### src/rtl/shift_cfg_queue.sv
// Input stage for the variable bit shifter: absorbs configuration packets into the
// shift-amount register and queues data packets, each tagged with the shift amount in force.
module shift_cfg_queue #(
  parameter int                    ADDR_SIZE    = 4,
  parameter int                    PAYLOAD_SIZE = 8,
  parameter logic [ADDR_SIZE-1:0]  CONFIG_ADDR  = 4'b0000,
  parameter int                    NUM_ENTRIES  = 4
) (
  input  logic                                   clk,
  input  logic                                   reset,
  input  logic                                   recv_val,
  output logic                                   recv_rdy,
  input  logic [ADDR_SIZE+PAYLOAD_SIZE:0]        recv_msg,
  output logic                                   deq_val,
  input  logic                                   deq_rdy,
  output logic [ADDR_SIZE+PAYLOAD_SIZE:0]        queue_out_msg,
  output logic [4:0]                             ctrl,
  output logic [4:0]                             cfg_shamt,
  output logic [$clog2(NUM_ENTRIES):0]           num_free
);

  localparam int W  = ADDR_SIZE + PAYLOAD_SIZE + 1;
  localparam int PW = $clog2(NUM_ENTRIES);
  localparam int CW = PW + 1;
  localparam logic [CW-1:0] DEPTH    = CW'(NUM_ENTRIES);
  localparam logic [CW-1:0] CNT_ONE  = CW'(1);
  localparam logic [PW-1:0] PTR_ONE  = PW'(1);

  logic [W+4:0]    mem_r [NUM_ENTRIES];
  logic [PW-1:0]   wr_ptr_r;
  logic [PW-1:0]   rd_ptr_r;
  logic [CW-1:0]   count_r;
  logic [4:0]      cfg_shamt_r;

  logic            full_s;
  logic            empty_s;
  logic            is_cfg_s;
  logic            accept_s;
  logic            enq_s;
  logic            deq_s;
  logic [W+4:0]    head_s;

  // Handshake qualification; readiness depends on occupancy only.
  always_comb begin
    full_s   = (count_r == DEPTH);
    empty_s  = (count_r == {CW{1'b0}});
    is_cfg_s = recv_msg[W-1] && (recv_msg[W-2:PAYLOAD_SIZE] == CONFIG_ADDR);
    accept_s = recv_val && !full_s;
    enq_s    = accept_s && !is_cfg_s;
    deq_s    = deq_rdy && !empty_s;
  end

  // Pointers, occupancy and the shift-amount register.
  always_ff @(posedge clk) begin
    if (reset) begin
      wr_ptr_r    <= {PW{1'b0}};
      rd_ptr_r    <= {PW{1'b0}};
      count_r     <= {CW{1'b0}};
      cfg_shamt_r <= 5'd0;
    end else begin
      if (accept_s && is_cfg_s) begin
        cfg_shamt_r <= recv_msg[4:0];
      end
      if (enq_s) begin
        wr_ptr_r <= wr_ptr_r + PTR_ONE;
      end
      if (deq_s) begin
        rd_ptr_r <= rd_ptr_r + PTR_ONE;
      end
      case ({enq_s, deq_s})
        2'b10:   count_r <= count_r + CNT_ONE;
        2'b01:   count_r <= count_r - CNT_ONE;
        default: count_r <= count_r;
      endcase
    end
  end

  // Storage; the tag is the shift amount before this edge's update.
  always_ff @(posedge clk) begin
    if (enq_s && !reset) begin
      mem_r[wr_ptr_r] <= {recv_msg, cfg_shamt_r};
    end
  end

  // Head entry is forced to zero when the queue holds nothing.
  always_comb begin
    if (empty_s) begin
      head_s = {(W+5){1'b0}};
    end else begin
      head_s = mem_r[rd_ptr_r];
    end
  end

  assign recv_rdy      = !full_s;
  assign deq_val       = !empty_s;
  assign queue_out_msg = head_s[W+4:5];
  assign ctrl          = head_s[4:0];
  assign cfg_shamt     = cfg_shamt_r;
  assign num_free      = DEPTH - count_r;

endmodule

### config.mk
export PLATFORM = sky130hd
export DESIGN_NAME = shift_cfg_queue
export DESIGN_NICKNAME = d
export VERILOG_FILES = /design/src/rtl/shift_cfg_queue.sv
export SDC_FILE = /design/constraint.sdc
export NUM_CORES = 1
export LEC_CHECK = 0
export CORE_UTILIZATION = 40
export CTS_CLUSTER_SIZE = 20
export DETAILED_ROUTE_END_ITERATION = 16
export PLACE_DENSITY = 0.69
export SYNTH_ARGS = -nofsm -noshare
export SYNTH_HDL_FRONTEND = slang
export SYNTH_SLANG_ARGS = --single-unit
### constraint.sdc
create_clock -name clk -period 3.49 [get_ports clk]
set_clock_uncertainty 0.2 [all_clocks]
set_input_delay 0.349 -clock clk [delete_from_list [all_inputs] [get_ports clk]]
set_output_delay 0.349 -clock clk [all_outputs]
set_load 0.03 [all_outputs]
==> results.sh, run 1 <==
export IMPL_initialDrtViolationCount=106
export IMPL_ant_nets=0
export IMPL_root_buffer="clkbuf_8"
export IMPL_p_leak_uw=0.001427
export IMPL_multiInputGateArea_um2=1023
export IMPL_grt_pass1_vias=1967
export IMPL_setup_viol=0
export IMPL_drv_slew=0
export IMPL_status="finished, final reports clean"
export IMPL_synthTopCellsByCount="72 x edfxtp_1, 18 x and2_1, 14 x dfxtp_1, 10 x mux4_2, 9 x inv_1"
export IMPL_vias=1923
export IMPL_finalHoldViolCount=0
export IMPL_path_class="register to output pin"
export IMPL_postSynthCellCount=203
export IMPL_syn_avg_cell_area_um2=17.51
export IMPL_dieArea_um2=9268
export IMPL_worst_setup_path_start_kind="register"
export IMPL_p_switching_uw=1134
export IMPL_post_cts_resized=0
export IMPL_wl_per_cell_um=17.81
export IMPL_min_period_over_period_pct=91.03
export IMPL_power_density_nw_per_um2=749.4
export IMPL_synth_top_cell_area_share_pct=60.82
export IMPL_syn_nets=229
export IMPL_rsz0062_at_grt="false"
export IMPL_setup_tns_ns=0
export IMPL_layout_nets=282
export IMPL_synth_area_leader_cell="edfxtp_1"
export IMPL_gp_congestion=0.7542
export IMPL_cts_hold_buffers=0
export IMPL_yosys_register_bits=86
export IMPL_die_x_um=96.27
export IMPL_drive_gt1_share_pct=15.33
export IMPL_fin_util_pct=50.29
export IMPL_fmax_ghz=0.3148
export IMPL_netSwitchingFraction_pct=34.66
export IMPL_grt_pass1_wl_um=10350
export IMPL_combPwrFrac_pct=40.6
export IMPL_seq_area_frac_synth_pct=68.71
export IMPL_syn_area_um2=3555
export IMPL_ys_warn_count=0
export IMPL_clock_sinks=86
export IMPL_cp_data_required_time_ns=2.94
export IMPL_critical_path_max_fanout=19
export IMPL_n_fill_cell=739
export IMPL_ctsLongestPathBuffers=2
export IMPL_grt_max_degree=22
export IMPL_synth_area_leaders="edfxtp_1 61%, dfxtp_1 7.9%, mux4_2 6.3%"
export IMPL_p_int_uw=2137
export IMPL_clkLatencyLatePin_ns=0.36
export IMPL_ys_types=35
export IMPL_drt_wl_total_um=6572
export IMPL_coreArea_um2=8678
export IMPL_synth_edf_count=72
export IMPL_final_min_clock_period_ns=3.177
export IMPL_grt_util_all_layers_pct=15.93
export IMPL_synth_flop_cell="edfxtp_1"
export IMPL_slew_headroom_pct=44.78
export IMPL_tritoncts="done"
export IMPL_syn_to_final_growth_pct=22.77
export IMPL_drc_errors=0
export IMPL_maxCapViolCount=0
export IMPL_clkTransAtPathRegs_ns=0.09
export IMPL_clock_power_share_pct=21.0
export IMPL_hold_path_class="register to register"
export IMPL_dr_pass1_iters=4
export IMPL_portBuffers=44
export IMPL_start_util_pct=40.96
export IMPL_synth_most_common_cell="edfxtp_1"
export IMPL_cts_buffers=9
export IMPL_htree_levels=3
export IMPL_synthArstFlopShare_pct=0
export IMPL_via_per_inst=5.211
export IMPL_die_y_um=96.27
export IMPL_overflow=0
export IMPL_tightest_slew_ns=0.8257
export IMPL_register_area_um2=2442
export IMPL_io_pins=45
export IMPL_antenna_found_initial=0
export IMPL_cp_arrival_ns=2.63
export IMPL_fp_row_count=34
export IMPL_post_dp_hpwl_um=4176
export IMPL_diodes=0
export IMPL_ir_drop_mv=0.5125
export IMPL_end_kind="output pin"
export IMPL_p_seq_share_pct=38.5
export IMPL_cts_post_setup_buffers_inserted=0
[routing by layer]
metal | vias to the layer above | GRT usage [%] | wire length [µm]
met5 | - | 0 | 0
met4 | 0 | 7.587 | 135
met3 | 15 | 3.633 | 249
met2 | 49 | 24.88 | 3137
met1 | 963 | 21.04 | 3048
li1 | 896 | - | -
[worst max-delay path, cell delays in order, from the launching register on]
cell	delay (ns)
dfxtp_1	0.39
inv_1	0.10
ha_1	0.23
ha_1	0.21
inv_1	0.44
and2_1	0.22
clkdlybuf4s50_1	0.67
[worst paths after layout]
kind,start,end,slack [ns],depth (start not counted)
hold reg to reg,count_r[1],count_r[1],0.30,2
hold / removal,count_r[1],count_r[1],0.30,2
setup reg to reg,count_r[0],count_r[2],0.78,12
setup / recovery,count_r[0],queue_out_msg[0],0.31,6
[flip-flops by register name (all words and copies together) (netlist names), named ones only]
| signal | cells |
|---|---|
| mem_r | 72 |
| cfg_shamt | 5 |
| count_r | 3 |
| rd_ptr_r | 2 |
| wr_ptr_r | 2 |
[layout by cell type, fill, tap and decap left out]
cell	count
mux4_2	10
inv_6	1
clkdlybuf4s50_1	44
a21oi_1	7
nand4_1	5
mux4_1	8
fa_1	1
nand2b_1	3
nand3b_1	1
nor3_1	1
clkinvlp_4	1
xor2_1	3
buf_12	2
or3_1	2
clkbuf_8	9
xnor2_1	1
inv_1	9
a2bb2oi_1	1
clkinv_1	1
nor4_1	3
o21ai_2	1
ha_1	8
bufinv_16	1
dfxtp_1	14
nor4bb_1	1
o21ai_0	1
o31ai_1	5
edfxtp_1	72
buf_4	7
nor2_1	6
nor3b_2	4
o311ai_1	1
clkinv_2	1
nor2b_1	3
and2_1	18
or4_1	1
nand2_1	1
clkinv_4	2
nor3_2	1
[cell type report]
cell class                      count  share of cell area (%)
Clock buffer                        9                   2.838
Clock inverter                      7                   1.663
Inverter                            9                  0.7741
Multi-Input combinational cell     97                   23.45
Sequential cell                    86                   55.96
Tap cell                          108                   3.096
Timing Repair Buffer               53                   12.21
[cell families (layout without fill, tap and decap cells)]
logic type      count (synthesis)  in the layout  share of synthesized area, %
flops                          86             86                         68.71
simple gates                   50             50                         8.694
buf+inv                        20             78                         3.062
mux                            18             18                         12.25
compound gates                 16             16                         2.922
fa+ha+maj                       9              9                         3.379
xor+xnor                        4              4                        0.9857
[power groups by stage]
stage | combinational (µW) | sequential [µW] | clock [µW]
after floorplan | 892 | 1270 | 0
after global placement | 1330 | 1280 | 0
after detailed placement | 1350 | 1280 | 0
after CTS | 1350 | 1260 | 706
after global routing | 1440 | 1270 | 742
final | 1330 | 1260 | 686
[metrics by stage]
step | setup WS (ns) | instance area [µm²] | hold slack (ns) | std cells | power, µW
after floorplan | 0.2645 | 3555 | 0.2479 | 203 | 2165
after global placement | 0.5388 | 4168 | 0.2774 | 353 | 2607
after detailed placement | 0.4658 | 4168 | 0.2870 | 353 | 2629
after CTS | 0.2326 | 4364 | 0.3076 | 369 | 3317
after global routing | 0.1259 | 4364 | 0.3382 | 369 | 3452
final | 0.3131 | 4364 | 0.3028 | 369 | 3270
Power figures use the tool's default switching activity.
==> inputs of run 2 (changes only) <==
--- a/config.mk
+++ b/config.mk
@@ -5,10 +5,10 @@
 export SDC_FILE = /design/constraint.sdc
 export NUM_CORES = 1
 export LEC_CHECK = 0
-export CORE_UTILIZATION = 40
+export CORE_UTILIZATION = 55
 export CTS_CLUSTER_SIZE = 20
 export DETAILED_ROUTE_END_ITERATION = 16
-export PLACE_DENSITY = 0.69
+export PLACE_DENSITY = 0.87
 export SYNTH_ARGS = -nofsm -noshare
 export SYNTH_HDL_FRONTEND = slang
 export SYNTH_SLANG_ARGS = --single-unit
==> constraint.sdc (replaced) <==
create_clock -name clk -period 3.43 [get_ports clk]
set_clock_uncertainty 0.2 [all_clocks]
set_input_delay 0.343 -clock clk [delete_from_list [all_inputs] [get_ports clk]]
set_output_delay 0.343 -clock clk [all_outputs]
set_load 0.03 [all_outputs]
==> results.sh, run 2 (synthesis gave the netlist of run 1 again) <==
export IMPL_grt_util_all_layers_pct=21.45
export IMPL_dr_pass1_iters=4
export IMPL_combPwrFrac_pct=39.8
export IMPL_power_density_nw_per_um2=782.3
export IMPL_p_leak_uw=0.001449
export IMPL_slew_headroom_pct=63.00
export IMPL_clkLatencyLatePin_ns=0.34
export IMPL_antenna_found_initial=0
export IMPL_start_util_pct=58.65
export IMPL_power_total_uw=3414
export IMPL_clock_power_share_pct=22.6
export IMPL_slowest_delay_ns=0.68
export IMPL_post_dp_hpwl_um=4388
export IMPL_grt_pass1_vias=1983
export IMPL_min_path_cells=2
export IMPL_hold_path_class="register to register"
export IMPL_end_kind="output pin"
export IMPL_layout_nets=284
export IMPL_cts_buffers=9
export IMPL_path_cells="inv_1, ha_1, ha_1, inv_1, and2_1, clkdlybuf4s50_1"
export IMPL_initialDrtViolationCount=162
export IMPL_diodes=0
export IMPL_cts_post_setup_buffers_inserted=0
export IMPL_rsz0062_at_grt="false"
export IMPL_r2r_cells=12
export IMPL_min_period_over_period_pct=91.18
export IMPL_drt_wl_total_um=6623
export IMPL_path_class="register to output pin"
export IMPL_die_x_um=82.39
export IMPL_clkTransAtPathRegs_ns=0.08
export IMPL_vias=2007
export IMPL_tightest_slew_ns=0.5544
export IMPL_root_buffer="clkbuf_8"
export IMPL_htree_levels=3
export IMPL_tritoncts="done"
export IMPL_netSwitchingFraction_pct=33.38
export IMPL_crit_path_start="count_r[0]"
export IMPL_portBuffers=44
export IMPL_final_cell_mix="72 x edfxtp_1, 44 x clkdlybuf4s50_1, 18 x and2_1, 14 x dfxtp_1"
export IMPL_clock_sinks=86
export IMPL_n_fill_cell=370
export IMPL_cp_data_required_time_ns=2.89
export IMPL_setup_viol=0
export IMPL_r2r_slack_ns=0.68
export IMPL_drive_gt1_share_pct=15.97
export IMPL_coreArea_um2=6061
export IMPL_drv_slew=0
export IMPL_cts_hold_buffers=0
export IMPL_wl_per_cell_um=19.59
export IMPL_ant_nets=0
export IMPL_cp_slowest_cell="clkdlybuf4s50_1"
export IMPL_largest_reg_flops=72
export IMPL_regMostFlops="mem_r"
export IMPL_ir_drop_mv=0.5380
export IMPL_p_switching_uw=1140
export IMPL_r2r_end="count_r[2]"
export IMPL_p_seq_share_pct=37.6
export IMPL_final_min_clock_period_ns=3.127
export IMPL_status="finished, final reports clean"
export IMPL_via_per_inst=5.938
export IMPL_p_int_uw=2275
export IMPL_grt_max_degree=20
export IMPL_io_pins=45
export IMPL_finalHoldViolCount=0
export IMPL_die_y_um=82.39
export IMPL_dieArea_um2=6788
export IMPL_crit_reg2reg_launch="count_r[0]"
export IMPL_cp_arrival_ns=2.58
export IMPL_gp_congestion=0.8315
export IMPL_post_cts_resized=0
export IMPL_fp_row_count=28
export IMPL_layout_commonest_cell="edfxtp_1"
export IMPL_syn_to_final_growth_pct=22.77
export IMPL_drc_errors=0
export IMPL_grt_pass1_wl_um=9984
export IMPL_worst_setup_path_start_kind="register"
export IMPL_cp_endpoint="queue_out_msg[4]"
export IMPL_overflow=0
export IMPL_critical_path_max_fanout=19
export IMPL_fmax_ghz=0.3198
export IMPL_maxCapViolCount=0
export IMPL_setup_tns_ns=0
export IMPL_ctsLongestPathBuffers=2
run 2: cell count changes in the layout (fill, tap and decap cells not counted):
cell	delta
clkbuf_8	+1
clkinv_1	-1
clkbuf_1	+1
clkinv_4	-2
bufinv_16	+1
buf_4	+2
run 2: metal layers:
metal	track usage, %	vias to the layer above	wire, µm
met5	0	-	0
met4	8.070	0	141
met3	5.604	19	426
met2	38.43	106	3484
met1	24.53	981	2570
li1	-	901	-
run 2: power groups by stage:
stage	clock [µW]	combinational [µW]	sequential (µW)
CTS	779	1380	1280
global route	818	1450	1290
detailed placement	0	1370	1310
global placement	0	1340	1300
finish	771	1360	1280
floorplan	0	908	1300
run 2: final cells by class:
class                   count  area (µm²)  share of cell area (%)
clock buffers              11       141.4                   3.240
clock inverters             5       81.33                   1.864
repair buffers             55       548.0                   12.56
multi-input cells          97        1023                   23.45
inverters                   9       33.78                  0.7741
flip-flops and latches     86        2442                   55.96
well taps                  75       93.84                   2.150
run 2: worst min path at each step:
| stage | from | end | slack [ns] |
|---|---|---|---|
| 2_1_floorplan | recv_msg[5] | mem_r[0][10] | 0.24 |
| 3_3_place_gp | count_r[1] | count_r[1] | 0.27 |
| 3_5_place_dp | count_r[2] | count_r[2] | 0.32 |
| 4_1_cts | count_r[2] | count_r[2] | 0.33 |
| 5_1_grt | count_r[2] | count_r[2] | 0.36 |
| 6_report | count_r[1] | count_r[1] | 0.33 |
run 2: metrics by stage:
step	area [µm²]	std cells	hold slack, ns	util (%)	worst slack, ns
after global routing	4364	338	0.3574	72.01	0.1412
after detailed placement	4141	322	0.3197	68.33	0.3659
after global placement	4141	322	0.2694	68.33	0.5175
after CTS	4364	338	0.3291	72.01	0.2370
after floorplan	3555	203	0.2419	-	0.2045
final	4364	338	0.3300	72.01	0.3026
run 2: worst max-delay path, delay by kind of cell, from the launching register on:
family                   cells  cell delay, ns
adder cells (fa/ha/maj)      2            0.44
buffers and inverters        3            1.20
flip-flops                   1            0.38
AND/OR/NAND/NOR              1            0.23
